### src/rtl/opo_servo_dac.sv
// OPO cavity lock actuator: triangular sweep to find resonance, bumpless hand-over
// to a PI servo, dither re-injected on the saturated 14-bit piezo DAC word.
module opo_servo_dac #(
  parameter int ERR_W  = 24,
  parameter int NCO_W  = 16,
  parameter int DAC_W  = 14,
  parameter int GAIN_W = 16,
  parameter int SHIFT  = 20,
  parameter int ACQ_N  = 4,
  parameter int LOSS_N = 256
) (
  input  logic                     clk,
  input  logic                     rst,
  input  logic                     user_cntr,
  input  logic signed [ERR_W-1:0]  err_in,
  input  logic                     err_valid,
  input  logic signed [NCO_W-1:0]  dither_in,
  input  logic signed [GAIN_W-1:0] kp,
  input  logic signed [GAIN_W-1:0] ki,
  input  logic        [3:0]        dither_amp,
  input  logic        [DAC_W-1:0]  sweep_step,
  input  logic        [ERR_W-1:0]  lock_thresh,
  output logic signed [DAC_W-1:0]  dac_out,
  output logic                     dac_valid,
  output logic                     locked,
  output logic        [1:0]        state
);

  typedef enum logic [1:0] {
    ST_IDLE  = 2'd0,
    ST_SWEEP = 2'd1,
    ST_LOCK  = 2'd2
  } state_e;

  localparam int PROD_W  = ERR_W + GAIN_W;
  localparam int ACC_W   = PROD_W + 2;
  localparam int SW_W    = DAC_W + 2;
  localparam int CNT_MAX = (ACQ_N > LOSS_N) ? ACQ_N : LOSS_N;
  localparam int CNT_W   = $clog2(CNT_MAX + 1);

  localparam logic signed [DAC_W-1:0] ACT_HI = {1'b0, {(DAC_W-1){1'b1}}};
  localparam logic signed [DAC_W-1:0] ACT_LO = {1'b1, {(DAC_W-1){1'b0}}};

  localparam logic signed [ACC_W-1:0] ONE_A    = ACC_W'(1);
  localparam logic signed [ACC_W-1:0] ACT_HI_A = (ONE_A <<< (DAC_W-1)) - ONE_A;
  localparam logic signed [ACC_W-1:0] ACT_LO_A = -(ONE_A <<< (DAC_W-1));
  localparam logic signed [ACC_W-1:0] INT_HI   = ((ONE_A <<< (DAC_W-1)) <<< SHIFT) - ONE_A;
  localparam logic signed [ACC_W-1:0] INT_LO   = ACT_LO_A <<< SHIFT;

  localparam logic signed [SW_W-1:0] ONE_S    = SW_W'(1);
  localparam logic signed [SW_W-1:0] ACT_HI_S = (ONE_S <<< (DAC_W-1)) - ONE_S;
  localparam logic signed [SW_W-1:0] ACT_LO_S = -(ONE_S <<< (DAC_W-1));

  function automatic logic signed [DAC_W-1:0] sat_dac(input logic signed [ACC_W-1:0] v);
    if (v > ACT_HI_A)      return ACT_HI;
    else if (v < ACT_LO_A) return ACT_LO;
    else                   return v[DAC_W-1:0];
  endfunction

  // Stage 1: |err| and both gain products
  logic        [ERR_W:0]    abs_s1_d, abs_s1_q;
  logic signed [PROD_W-1:0] p_s1_d, p_s1_q;
  logic signed [PROD_W-1:0] i_s1_d, i_s1_q;
  logic                     vld_s1_d, vld_s1_q;

  always_comb begin
    abs_s1_d = err_in[ERR_W-1] ? (~{1'b1, err_in} + (ERR_W+1)'(1)) : {1'b0, err_in};
    p_s1_d   = PROD_W'(kp) * PROD_W'(err_in);
    i_s1_d   = PROD_W'(ki) * PROD_W'(err_in);
    vld_s1_d = err_valid & user_cntr;
  end

  // Stage 2: sequencer, integrator, actuator
  state_e                   state_d, state_q;
  logic signed [DAC_W-1:0]  act_d, act_q;
  logic signed [ACC_W-1:0]  integ_d, integ_q;
  logic        [CNT_W-1:0]  cnt_d, cnt_q;
  logic                     dir_dn_d, dir_dn_q;

  logic                     in_thr;
  logic        [CNT_W-1:0]  cnt_inc;
  logic signed [SW_W-1:0]   sweep_nx;
  logic signed [ACC_W-1:0]  integ_sum, integ_cl, pi_sum;

  // NOTE: every always_comb output gets a default first so no path can infer a latch.
  always_comb begin
    state_d  = state_q;
    act_d    = act_q;
    integ_d  = integ_q;
    cnt_d    = cnt_q;
    dir_dn_d = dir_dn_q;

    in_thr   = abs_s1_q < {1'b0, lock_thresh};
    cnt_inc  = cnt_q + CNT_W'(1);
    sweep_nx = dir_dn_q ? SW_W'(act_q) - $signed({2'b00, sweep_step})
                        : SW_W'(act_q) + $signed({2'b00, sweep_step});

    integ_sum = integ_q + ACC_W'(i_s1_q);
    if (integ_sum > INT_HI)      integ_cl = INT_HI;
    else if (integ_sum < INT_LO) integ_cl = INT_LO;
    else                         integ_cl = integ_sum;
    pi_sum = ACC_W'(p_s1_q) + integ_cl;

    if (!user_cntr) begin
      state_d  = ST_IDLE;
      act_d    = '0;
      integ_d  = '0;
      cnt_d    = '0;
      dir_dn_d = 1'b0;
    end else begin
      unique case (state_q)
        ST_IDLE: begin
          state_d  = ST_SWEEP;
          act_d    = '0;
          integ_d  = '0;
          cnt_d    = '0;
          dir_dn_d = 1'b0;
        end
        ST_SWEEP: if (vld_s1_q) begin
          if (!dir_dn_q && sweep_nx >= ACT_HI_S) begin
            act_d    = ACT_HI;
            dir_dn_d = 1'b1;
          end else if (dir_dn_q && sweep_nx <= ACT_LO_S) begin
            act_d    = ACT_LO;
            dir_dn_d = 1'b0;
          end else begin
            act_d = sweep_nx[DAC_W-1:0];
          end
          if (!in_thr) begin
            cnt_d = '0;
          end else if (cnt_inc == CNT_W'(ACQ_N)) begin
            // Preloading the integrator makes the servo start from the sweep position.
            state_d = ST_LOCK;
            cnt_d   = '0;
            integ_d = ACC_W'(act_d) <<< SHIFT;
          end else begin
            cnt_d = cnt_inc;
          end
        end
        ST_LOCK: if (vld_s1_q) begin
          integ_d = integ_cl;
          act_d   = sat_dac(pi_sum >>> SHIFT);
          if (in_thr) begin
            cnt_d = '0;
          end else if (cnt_inc == CNT_W'(LOSS_N)) begin
            state_d  = ST_SWEEP;
            cnt_d    = '0;
            dir_dn_d = 1'b0;
          end else begin
            cnt_d = cnt_inc;
          end
        end
        default: state_d = ST_IDLE;
      endcase
    end
  end

  // Stage 3: dither injection and output register
  logic signed [DAC_W-1:0] dith;
  logic signed [DAC_W:0]   out_sum;
  logic signed [DAC_W-1:0] dac_out_d, dac_out_q;
  logic                    dac_valid_d, dac_valid_q;
  logic                    locked_d, locked_q;

  always_comb begin
    dith        = DAC_W'(dither_in >>> (5'(NCO_W - DAC_W) + 5'(dither_amp)));
    out_sum     = (DAC_W+1)'(act_q) + (DAC_W+1)'(dith);
    dac_out_d   = (state_q == ST_IDLE) ? '0 : sat_dac(ACC_W'(out_sum));
    dac_valid_d = (state_d != ST_IDLE);
    locked_d    = (state_d == ST_LOCK);
  end

  // NOTE: sequential state uses non-blocking assignments only, so every flop samples pre-edge values.
  always_ff @(posedge clk) begin
    if (rst) begin
      abs_s1_q    <= '0;
      p_s1_q      <= '0;
      i_s1_q      <= '0;
      vld_s1_q    <= 1'b0;
      state_q     <= ST_IDLE;
      act_q       <= '0;
      integ_q     <= '0;
      cnt_q       <= '0;
      dir_dn_q    <= 1'b0;
      dac_out_q   <= '0;
      dac_valid_q <= 1'b0;
      locked_q    <= 1'b0;
    end else begin
      abs_s1_q    <= abs_s1_d;
      p_s1_q      <= p_s1_d;
      i_s1_q      <= i_s1_d;
      vld_s1_q    <= vld_s1_d;
      state_q     <= state_d;
      act_q       <= act_d;
      integ_q     <= integ_d;
      cnt_q       <= cnt_d;
      dir_dn_q    <= dir_dn_d;
      dac_out_q   <= dac_out_d;
      dac_valid_q <= dac_valid_d;
      locked_q    <= locked_d;
    end
  end

  assign dac_out   = dac_out_q;
  assign dac_valid = dac_valid_q;
  assign locked    = locked_q;
  assign state     = state_q;

endmodule
### config.mk
export PLATFORM = sky130hd
export DESIGN_NAME = opo_servo_dac
export DESIGN_NICKNAME = d
export VERILOG_FILES = /design/src/rtl/opo_servo_dac.sv
export SDC_FILE = /design/constraint.sdc
export NUM_CORES = 2
export LEC_CHECK = 0
export CAP_MARGIN = 20
export CORE_ASPECT_RATIO = 1.2
export CORE_MARGIN = 1
export CORE_UTILIZATION = 57
export CTS_CLUSTER_SIZE = 24
export DETAILED_ROUTE_END_ITERATION = 8
export GPL_ROUTABILITY_DRIVEN = 0
export PLACE_DENSITY_LB_ADDON = 0.2
export SKIP_LAST_GASP = 1
export SLEW_MARGIN = 25
export SYNTH_ARGS = -nofsm -noshare
export SYNTH_HDL_FRONTEND = slang
export SYNTH_SLANG_ARGS = --single-unit
### constraint.sdc
create_clock -name clk -period 10.6 [get_ports clk]
set_input_delay 2.12 -clock clk [delete_from_list [all_inputs] [get_ports clk]]
set_output_delay 2.12 -clock clk [all_outputs]
set_load 0.05 [all_outputs]
# ---- After elaboration in Yosys (flattened, before gate mapping)
# Index checks and enable logic that the tools add are counted.
dict set report classes {
  n_addsub 8
  mul 2
  n_lt_le_gt_ge 9
  n_eq_ne 12
  shift 1
  muxes 40
  n_bitwise 4
  n_reduce_logical 13
}
# cell count
set op_table {}
lappend op_table {{2-to-1 mux 42 bit} 6}
lappend op_table {{one-hot mux 42 bit (3 select lines)} 1}
lappend op_table {{2-to-1 mux 14 bit} 7}
lappend op_table {{multiplier 16 x 24 -> 40 bit} 2}
lappend op_table {{2-to-1 mux 9 bit} 6}
lappend op_table {{adder 40 x 42 -> 42 bit} 1}
lappend op_table {{adder 42 x 40 -> 42 bit} 1}
lappend op_table {{> comparator 42 x 34 -> 1 bit, second input constant} 1}
lappend op_table {{< comparator 42 x 34 -> 1 bit, second input constant} 1}
lappend op_table {{one-hot mux 14 bit (3 select lines)} 1}
lappend op_table {{one-hot mux 9 bit (3 select lines)} 1}
lappend op_table {{adder 25 x 1 -> 25 bit, second input constant} 1}
lappend op_table {{< comparator 25 x 24 -> 1 bit} 1}
lappend op_table {{NOT 25 bit} 1}
lappend op_table {{2-to-1 mux 23 bit} 1}
lappend op_table {{> comparator 22 x 14 -> 1 bit, second input constant} 1}
lappend op_table {{< comparator 22 x 14 -> 1 bit, second input constant} 1}
lappend op_table {{adder 14 x 15 -> 16 bit} 1}
lappend op_table {{>= comparator 16 x 14 -> 1 bit, second input constant} 1}
lappend op_table {{<= comparator 16 x 14 -> 1 bit, second input constant} 1}
lappend op_table {{2-to-1 mux 16 bit} 1}
lappend op_table {{>>> shifter 16 x 5 -> 14 bit} 1}
lappend op_table {{subtractor 14 x 15 -> 16 bit} 1}
lappend op_table {{adder 14 x 14 -> 15 bit} 1}
lappend op_table {{other kinds (27)} 48}
dict set report totals {
  register_bits 190
  in_bits 118
  out_inout_bits 18
  elab_cells 103
}

# ---- Depth between registers and ports, before layout
dict set report depth {
  depth_word 10
  ltp_mapped 34
  ltp_nobuf 32
}

# ---- Least setup slack after synthesis
# No wires, ideal clock.
dict set report synth_path {
  kind {input port to flip-flop}
  startpoint {input port err_in[10]}
  endpoint {register i_s1_q[39]}
  setup_time_ps 71
  arrival_ps 9494
  t_required_ps 10529
  path_slack_ps 1036
  cell_stages 29
  path_buffers 2
  cell_sequence {clkbuf_1 > buf_1 > nand2_1 > fa_1 > inv_1 > fa_1 > inv_1 > fa_1 > fa_1 > inv_1 > fa_1 > inv_1 > fa_1 > inv_1 > ha_1 > a21o_1 > a21oi_1 > nor3b_1 > nor2b_1 > a311o_1 > a41oi_1 > nor3_1 > o41a_1 > nor4_1 > nor3_1 > o41a_1 > o21a_1 > or3_1 > a21oi_1}
}
dict set report synth_via {
  elab_chain_len 1
}
# item line
set synth_lines {}
lappend synth_lines {{from (decl)} 15} ;# input logic signed [ERR_W-1:0] err_in,
lappend synth_lines {{multiplier 16 x 24 -> 40 bit} 69} ;# i_s1_d = PROD_W'(ki) * PROD_W'(err_in);
lappend synth_lines {{to (signal assigned)} 191} ;# i_s1_q <= i_s1_d;
lappend synth_lines {{to (decl)} 63} ;# logic signed [PROD_W-1:0] i_s1_d, i_s1_q;
# Every way passes these cells.
# A chain may end at the register's enable or synchronous reset.

# ---- Worst setup path after layout
dict set report layout_path {
  startpoint {input port ki[2]}
  endpoint {register i_s1_q[39]}
}
dict set report layout_via {
  elab_chain_len 1
}
# item line
set layout_lines {}
lappend layout_lines {{from (decl)} 19} ;# input logic signed [GAIN_W-1:0] ki,
lappend layout_lines {{multiplier 16 x 24 -> 40 bit} 69}
# Every way passes these cells.

==> results_dict.tcl <==
set metrics [dict create \
    result_of_the_run "finished clean" \
    clk_latency_ns 0.50 \
    area_delta_synth_final_pct 7.12 \
    clock_tree_sinks 190 \
    initial_core_util_pct 57.8 \
    nNetsFinal 6182 \
    path_clk_slew_ns 0.07 \
    synth-warning-count 0 \
    cp_max_fo 13 \
    core_region_area_um2 72600 \
    fillers 6377 \
    routed_wirelength_mm 113 \
    post_synth_most_frequent_cells "inv_1 (864), fa_1 (751), nand2_1 (677)" \
    hold_viol_final 0 \
    type_of_the_worst_min_delay_path "flop to flop" \
    worstSetupStartpointType "input pin" \
    fmaxAchievable_mhz 103 \
    ioPinCount 136 \
    grt_pass1_vias 35300 \
    yosysMostFrequentCell "inv_1" \
    fin_tns_setup_ns 0 \
    finalSetupViolations 0 \
    syn-num-nets 6167 \
    cts_buffers 17 \
    final_util_pct 61.9 \
    critical_path.reg2reg.startpoint "i_s1_q[0]$_SDFF_PP0_" \
    critPathCapture "i_s1_q[39]$_SDFF_PP0_" \
    final_antenna_net_count 0 \
    setup.worst_path.end_class "flop" \
    yosysTopAreaCell "fa_1" \
    worst_setup_path_startpoint "ki[2]" \
    synth-seq-area-share_pct 9.07 \
    crit_path_max_incr_delay_ns 0.75 \
    synthesis.area_per_instance_um2 8.45 \
    cp_data_required_time_ns 11.03 \
    yosys_register_bits 190 \
    finalClockSkew_ns 0.0156 \
    max_slew_margin_pct 23.4 \
    num_vias 33900 \
    cts_resized 0 \
    post_drt_via_cell_ratio 5.72 \
    grt_start_max_net_pins 76 \
    worst-r2r-cell-count 32 \
    drv.max_cap_violation_count 0 \
    synth_top_family_by_area "adder cells" \
    path_class "input pin to flop" \
    slowest_stage "clkdlybuf4s50_1" \
    cts.repair_timing.setup_buffer_count 0 \
    cp_data_arrival_time_ns 10.18 \
    htree_levels 4 \
    detail_route.iter0.violations 2379 \
    synth.area.mux_share_pct 0.967 \
    count_of_final_max_slew_check_failures 0 \
    drive_above_1_share_pct 4.27 \
    synth.cell_area_um2 41900 \
    ys_top_cells_by_area "fa_1 (36%), ha_1 (10%), dfxtp_1 (9.1%)" \
    share_of_flip_flops_with_an_asynchronous_set_or_reset_after_synthesis_pct 0 \
    worst_slew_pin_slew_ns 1.15 \
    worstReg2RegEnd "act_q[10]$_SDFFE_PP0P_" \
    die-area_um2 74600 \
    synth_top_cell_area_share_pct 35.9 \
    synth_compound_area_share_pct 12.2 \
    cts_buffer_depth 2 \
    route.detailed.wl_per_inst_um 19.1 \
    synth-main-ff-cell "dfxtp_1" \
    edff_count_synth 0 \
    unrepaired_setup_endpoints_after_global_routing "no" \
    r2r_slack_ns 1.13 \
    cts-root-buf "clkbuf_16" \
    drt_drc_violations_left 0 \
    synth_adder_area_share_pct 46.0 \
    cts_tree "yes" \
    num_rows 108 \
    critPathMostFrequentCell "fa_1" \
    chipWidth_um 250 \
    time_the_final_worst_path_needs_with_i_o_delays_and_setup_ns 9.75 \
    die-height_um 299 \
    detailed_place_hpwl_mm 94.8 \
    unique_masters_post_synth 100 \
    hold_buffers 0 \
    dr.pass1.iters 6 \
    post_route_clock_period_utilization_pct 92.0 \
    antenna_found_initial 3 \
    track_usage_pct 31.5 \
    grt_first_pass_wirelength_mm 184 \
    post_synth_and_or_nand_nor_area_fraction_pct 17.9 \
    io_buffers 135 \
    postSynthCellCount 4960 \
    overflow 0 \
    post_synth_xor_area_fraction_pct 3.95 \
]
-- worst min-delay path by stage --
| stage | from | to | slack (ns) | depth (start not counted) |
|---|---|---|---|---|
| 2_1_floorplan | integ_q[34]$_SDFFE_PP0P_ | integ_q[34]$_SDFFE_PP0P_ | 0.44 | 2 |
| 3_3_place_gp | integ_q[13]$_SDFFE_PP0P_ | integ_q[13]$_SDFFE_PP0P_ | 0.44 | 2 |
| 3_5_place_dp | integ_q[0]$_SDFFE_PP0P_ | integ_q[0]$_SDFFE_PP0P_ | 0.45 | 2 |
| 4_1_cts | integ_q[0]$_SDFFE_PP0P_ | integ_q[0]$_SDFFE_PP0P_ | 0.47 | 2 |
| 5_1_grt | integ_q[12]$_SDFFE_PP0P_ | integ_q[12]$_SDFFE_PP0P_ | 0.49 | 2 |
| 6_report | integ_q[10]$_SDFFE_PP0P_ | integ_q[10]$_SDFFE_PP0P_ | 0.46 | 2 |
-- logic make-up (layout without fill, tap and decap cells) --
| kind of cell | count (synthesis) | count (layout) |
|---|---|---|
| adders and majority gates | 1090 | 1090 |
| DFF | 190 | 190 |
| AOI/OAI and AO/OA | 769 | 769 |
| xor gates and xnor gates | 188 | 188 |
| and+or+nand+nor | 1573 | 1573 |
| other | 1 | 2 |
| muxes | 39 | 39 |
| buffers and inverters | 1110 | 1138 |
-- layout make-up --
type | instances | area, um2 | share of cell area, %
clock buffers | 18 | 429 | 0.956
multi-input cells | 3660 | 33900 | 75.6
well taps | 935 | 1170 | 2.61
inverters | 867 | 3250 | 7.25
clock inverters | 14 | 193 | 0.429
repair buffers | 239 | 2120 | 4.73
diodes | 1 | 2.50 | 0.00557
flip-flops and latches | 190 | 3800 | 8.47
-- metrics by stage --
stage / std cells / instance area (um2) / hold slack, ns / setup slack (ns)
floorplan: 4960 / 41900 / 0.436 / 1.04
global placement: 5891 / 44300 / 0.442 / 0.487
detailed placement: 5891 / 44300 / 0.451 / 0.427
CTS: 5923 / 44900 / 0.466 / 0.909
global route: 5924 / 44900 / 0.495 / 0.499
finish: 5924 / 44900 / 0.462 / 0.848
-- placed cells by master, fill, tap and decap left out, types with 17 or more instances in the layout --
| master | instances |
|---|---|
| inv_1 | 864 |
| fa_1 | 751 |
| nand2_1 | 676 |
| ha_1 | 338 |
| and2_1 | 276 |
| nor2_1 | 242 |
| a21oi_1 | 217 |
| dfxtp_1 | 190 |
| o21ai_0 | 140 |
| clkdlybuf4s50_1 | 133 |
| xnor2_1 | 119 |
| a21o_1 | 106 |
| buf_4 | 105 |
| nand2b_1 | 74 |
| nand3_1 | 70 |
| xor2_1 | 68 |
| nor3_1 | 58 |
| o21bai_1 | 41 |
| a31oi_1 | 33 |
| and3_1 | 32 |
| nor2b_1 | 31 |
| o21a_1 | 30 |
| nand4_1 | 30 |
| mux2i_1 | 27 |
| a211oi_1 | 21 |
| o31ai_1 | 19 |
| clkbuf_16 | 17 |
-- worst max-delay path, delay by kind of cell --
family | cells | cell delay, ns
adder cells (fa/ha/maj) | 7 | 3.32
AO/OA/AOI/OAI | 8 | 2.06
buffers and inverters | 8 | 1.48
AND/OR/NAND/NOR | 7 | 1.20
-- registers in the layout, indices dropped and copies added (netlist names), 2 cells and up --
register	cells
abs_s1_q	25
cnt_q	9
i_s1_q	40
integ_q	42
state	2
act_q	14
p_s1_q	40
dac_out	14
-- routing by layer --
layer  vias up  GRT usage [%]  share of wire (%)
met5         -              0              0.011
met4         2           13.6                4.4
met3       241           4.98                7.1
met2      1227           54.3                 49
met1     16800           39.3                 40
li1      15700              -                  -
Power is left out: the tool's default activity adds up to more than one toggle a clock period on the data nets, which glitch-free logic cannot reach.
